===== src/rtl/axi_mem_pkg.sv =====
// Shared definitions for the AXI burst memory model.
//   - AXI burst type encodings and the OKAY response code
//   - write-channel and read-channel FSM state enums
package axi_mem_pkg;

    localparam logic [1:0] BURST_FIXED = 2'b00;
    localparam logic [1:0] BURST_INCR  = 2'b01;
    localparam logic [1:0] BURST_WRAP  = 2'b10;

    localparam logic [1:0] RESP_OKAY   = 2'b00;

    typedef enum logic [1:0] {W_IDLE, W_DATA, W_RESP} w_state_e;
    typedef enum logic       {R_IDLE, R_DATA}         r_state_e;

endpackage


===== src/rtl/axi_mem_burst_addr.sv =====
// Next-word-index calculation for one AXI channel.
// Ports:
//   idx_i      current word index
//   burst_i    AXI burst type
//   next_idx_o index of the following beat; wraps modulo 2**idx_width_p
//              (the memory depth), which falls out of the fixed width.
module axi_mem_burst_addr
    import axi_mem_pkg::*;
#(
    parameter int idx_width_p = 10
) (
    input  logic [idx_width_p-1:0] idx_i,
    input  logic [1:0]             burst_i,
    output logic [idx_width_p-1:0] next_idx_o
);

    always_comb begin
        next_idx_o = idx_i + idx_width_p'(1);
        case (burst_i)
            BURST_FIXED: next_idx_o = idx_i;
            // WRAP is deliberately treated as plain incrementing.
            BURST_INCR, BURST_WRAP: next_idx_o = idx_i + idx_width_p'(1);
            default:     next_idx_o = idx_i + idx_width_p'(1);
        endcase
    end

endmodule


===== config.mk =====
export PLATFORM = sky130hd
export DESIGN_NAME = axi_mem_burst_addr
export DESIGN_NICKNAME = d
export VERILOG_FILES = /design/src/rtl/axi_mem_pkg.sv /design/src/rtl/axi_mem_burst_addr.sv
export SDC_FILE = /design/constraint.sdc
export NUM_CORES = 1
export LEC_CHECK = 0
export ABC_AREA = 0
export CAP_MARGIN = 20
export CORE_AREA = 4 4 41 43
export DETAILED_ROUTE_END_ITERATION = 10
export DIE_AREA = 0 0 45 47
export PLACE_DENSITY = 0.59
export SLEW_MARGIN = 40
export SYNTH_ARGS = -nofsm -noshare
export SYNTH_HDL_FRONTEND = slang
export SYNTH_SLANG_ARGS = --single-unit

===== constraint.sdc =====
create_clock -name vclk -period 1.65
set_clock_uncertainty 0.2 [all_clocks]
set_input_delay 0.495 -clock vclk [all_inputs]
set_output_delay 0.495 -clock vclk [all_outputs]
set_load 0.01 [all_outputs]

==> results of run 1 <==
==> cells by family after synthesis <==
logic type / after synthesis / synth area share, %
adder cells (fa/ha/maj): 1 / 6.21
AO/OA/AOI/OAI: 3 / 17.4
buffers and inverters: 1 / 1.86
XOR/XNOR: 9 / 39.1
multiplexers: 1 / 5.59
AND/OR/NAND/NOR: 12 / 29.8
==> layer usage <==
metal	up-vias	GRT usage (%)	part of all wire, %
met5	-	0	0
met4	0	0	0
met3	0	1.15	13
met2	16	16.7	57
met1	150	9.52	30
li1	173	-	-
==> critical path, cell delays in order <==
cell and delay (ps):
buf_8 80, o211ai_4 90, buf_6 140, nor4_4 200, xor2_1 150, buf_2 140
==> path summary, 6_finish.rpt <==
kind,to,depth (start not counted),slack [ps]
worst max-delay path,next_idx_o[9],6,-350
worst min-delay path,next_idx_o[8],3,1100
==> repair_timing <==
action / CTS / global route
resized for setup: 112 / 7
pin swaps: 16 / 8
setup buffers: 2 / 3
endpoints found under the setup margin: 10 / 10
==> per-stage QoR <==
stage / hold WS (ps) / utilization, %
final: 1100 / 51.5
after global routing: 1120 / 51.5
after global placement: 1790 / 45.1
after CTS: 1100 / 47.0
after floorplan: 866 / -
after detailed placement: 1780 / 45.1
==> where the power goes <==
part | leakage (nW) | switching (mW) | total, mW | internal, mW
registers | 0 | 0 | 0 | 0
clock network | 0 | 0 | 0 | 0
logic | 0.319 | 0.0735 | 0.171 | 0.0976
==> final cells by class <==
cell class         instances  area [um2]
inverters                  1        3.75
fillers                  137         631
repair buffers            39         327
multi-input cells         26         322
well taps                 15        18.8
==> cells in the final DEF, fill, tap and decap left out, types with 2 or more instances in the layout <==
master,n
buf_2,13
buf_4,13
buf_6,7
buf_8,5
nand2_4,2
nand3_2,2
nor2_1,2
nor3_4,2
xnor2_1,2
xor2_1,6
==> results.toml, run 1 <==
[outcome]
outcome = "finished, violations left"
violations = "setup timing"

[finish]
syn_to_final_growth_pct = 233
final_cells = 81
regArea_um2 = 0
nClkBuffers = 0
nFlopsAndLatches = 0
num_antenna_cells = 0
finalInstanceArea_um2 = 671
final_nets = 81
drive_above_1_share_pct = 81.8

[synthesis]
synth_most_common_cell = "xor2_1"
seq_area_frac_synth_pct = 0
avgSynthCellArea_um2 = 7.46
synth_area_um2 = 201
synth.largest_area_cell = "xor2_1"
synthesis.nets = 40
synth_top_area_share_pct = 26.1
synth_cells = 27
synth_cell_type_count = 13
synth_common_cells = "xor2_1 (6), nor2_1 (4), nand3_1 (3), xnor2_1 (3)"
synthTopCellsByArea = "xor2_1 (26%), xnor2_1 (13%), o211ai_4 (11%)"
ys_warn_count = 0

[timing]
min_period_over_period_pct = 121
slew_headroom_pct = 86.9
setup_tns_ps = -2920
finalSetupViolCount = 10
setup_slack_ps = -346
fin_crit_ps = 2000
worstMarginPinSlew_ps = 194
rsz0062_at_grt = "yes"
final_hold_viol_count = 0
timing.final.max_slew_violations = 0
fmax_mhz = 501

[routing]
post_drt_wl_per_cell_um = 10.5
detail_route.first_pass.iterations = 1
drtIter0Drc = 0
drt-total-wl_um = 848
avgViaCountPerCell = 4.19
drc = 0
ant_nets = 0
via_count = 339

[die]
fp.dieH_um = 47
placementRows = 13
io_pins = 22
die-area_um2 = 2120
start_util_pct = 15.5
dieWidth_um = 45
core_um2 = 1300

[placement]
gp_congestion = 0.639
place_area_um2 = 587
hpwl_um = 658
port_buffers = 22
dp_cells = 76
post-place-ws_ps = -1270

[global_route]
grt.total_usage_pct = 8.21
grt_max_degree = 5
overflow = 0
grt_pass1_wl_um = 1350
antenna_found_initial = 0
grt_pass1_vias = 324

[worst_setup_path]
startpoint_type = "input port"
worstPathRequired_ps = 950
cp-startpoint = "burst_i[0]"
crit_path_end_kind = "primary output"
arrival_ps = 1300
crit_fanout = 4
criticalPathCategory = "in -> out"

[flow_run]
cap_violations = 0

[cts]
hold_buffers = 0

[pwr]
powerDensity_nw_per_um2 = 255
power_uw = 171
power.leakage_nw = 0.319
ir_drop_mv = 0.129

[hold_path]
hp-start = "idx_i[8]"
hp-class = "in -> out"
(Power assumes the default switching activity.)
==> run 2: changes to the inputs <==
Settings changed: RECOVER_POWER set to 100.
==> results of run 2 <==
Same layout as run 1: the final DEF is identical, and so are final timing and power.
==> run 3: changes to the inputs <==
Clock period 1.65 ns to 2.06 ns, I/O delays scaled along.
==> run 3 against run 2 <==
  * Via count shrank 3.2%
  * Global-route usage about the same
  * Critical path depth did not move
  * Non-clock buffer count is 2 lower
  * Wire length is 2.9% higher
  * The flow still finishes with violations (setup timing)
==> results.toml, run 3 (synthesis results as in run 1) <==
[global_route]
overflow = 0
grt.total_usage_pct = 8.19
grt_max_degree = 5
grt_pass1_vias = 311
antenna_found_initial = 0
grt_pass1_wl_um = 1360

[timing]
setup_slack_ps = -176
worst_hold_slack_ps = 1320
timing.final.max_slew_violations = 0
min_period_over_period_pct = 109
finalSetupViolCount = 10
final_hold_viol_count = 0
worstMarginPinSlew_ps = 217
rsz0062_at_grt = "yes"
slew_headroom_pct = 85.4
fin_crit_ps = 2240
fmax_mhz = 447

[finish]
num_antenna_cells = 0
final_common_cell = "buf_6"
nFlopsAndLatches = 0
drive_above_1_share_pct = 81.3
nClkBuffers = 0
regArea_um2 = 0
syn_to_final_growth_pct = 234
finalInstanceArea_um2 = 672
final_nets = 79
layout_common_cells = "buf_6 (11), buf_2 (10), buf_4 (9)"

[die]
io_pins = 22
dieWidth_um = 45
start_util_pct = 15.5
die-area_um2 = 2120
placementRows = 13
core_um2 = 1300
fp.dieH_um = 47

[routing]
detail_route.first_pass.iterations = 1
drc = 0
via_count = 328
avgViaCountPerCell = 4.15
ant_nets = 0
post_drt_wl_per_cell_um = 11.1
drt-total-wl_um = 873
drtIter0Drc = 0

[outcome]
violations = "setup timing"
outcome = "finished, violations left"

[worst_setup_path]
crit_path_end_kind = "primary output"
criticalPathCategory = "in -> out"
crit_fanout = 4
startpoint_type = "input port"
cpPeakStageDelay_ps = 220
crit_family = "buffers and inverters"
critPathSlowestCell = "o211ai_4"
arrival_ps = 1420
path_buf_inv = 3
worstPathRequired_ps = 1240
crit_chain = "buf_8 -> o211ai_4 -> buf_6 -> nor3_4 -> xor2_1 -> buf_2"

[flow_run]
cap_violations = 0

[pwr]
power_uw = 139
power_switching_uw = 58.4
power.leakage_nw = 0.313
p_seq_share_pct = 0
powerDensity_nw_per_um2 = 206
ir_drop_mv = 0.112
intPower_uw = 80.2
power_frac_comb_pct = 100.0
power_frac_clock_pct = 0
netSwitchingFraction_pct = 42.2

[hold_path]
hp-class = "in -> out"

[placement]
gp_congestion = 0.681
post-place-ws_ps = -1070
port_buffers = 22
place_area_um2 = 520
hpwl_um = 590

[cts]
hold_buffers = 0
[run 3: path summary, 6_finish.rpt]
kind | to | cells past startpoint | startpoint
setup / recovery | next_idx_o[7] | 6 | burst_i[0]
hold / removal | next_idx_o[4] | 3 | idx_i[4]
[run 3: final cells by class]
type	instances	area (um2)
Inverter	1	3.75
Multi-Input combinational cell	26	312
Timing Repair Buffer	37	338
Fill cell	126	629
Tap cell	15	18.8
[run 3: repair_timing]
| action | CTS | global route |
|---|---|---|
| pin swaps | 18 | 13 |
| buffers inserted | 3 | 2 |
| endpoints found under the setup margin | 10 | 10 |
| gates resized for setup | 118 | 14 |
[run 3: routing by layer]
layer  up-vias  global-route usage [%]  routed length (um)
li1        172                       -                   -
met5         -                       0                   0
met4         0                       0                   0
met1       141                    11.7                 364
met3         0                   0.766                  99
met2        15                    14.1                 409
[run 3: power by group through the flow]
| stage | Combinational [mW] | Sequential [mW] | Clock, mW |
|---|---|---|---|
| 3_5_place_dp | 0.109 | 0 | 0 |
| 2_1_floorplan | 0.0316 | 0 | 0 |
| 3_3_place_gp | 0.109 | 0 | 0 |
| 5_1_grt | 0.148 | 0 | 0 |
| 6_report | 0.139 | 0 | 0 |
| 4_1_cts | 0.122 | 0 | 0 |
[run 3: through the flow]
step	std cells	setup TNS, ps	util, %
after global placement	74	-10010	40.0
after floorplan	27	-2.58	-
after CTS	77	-1280	45.9
final	79	-1240	51.6
after global routing	79	-1680	51.6
after detailed placement	74	-10040	40.0
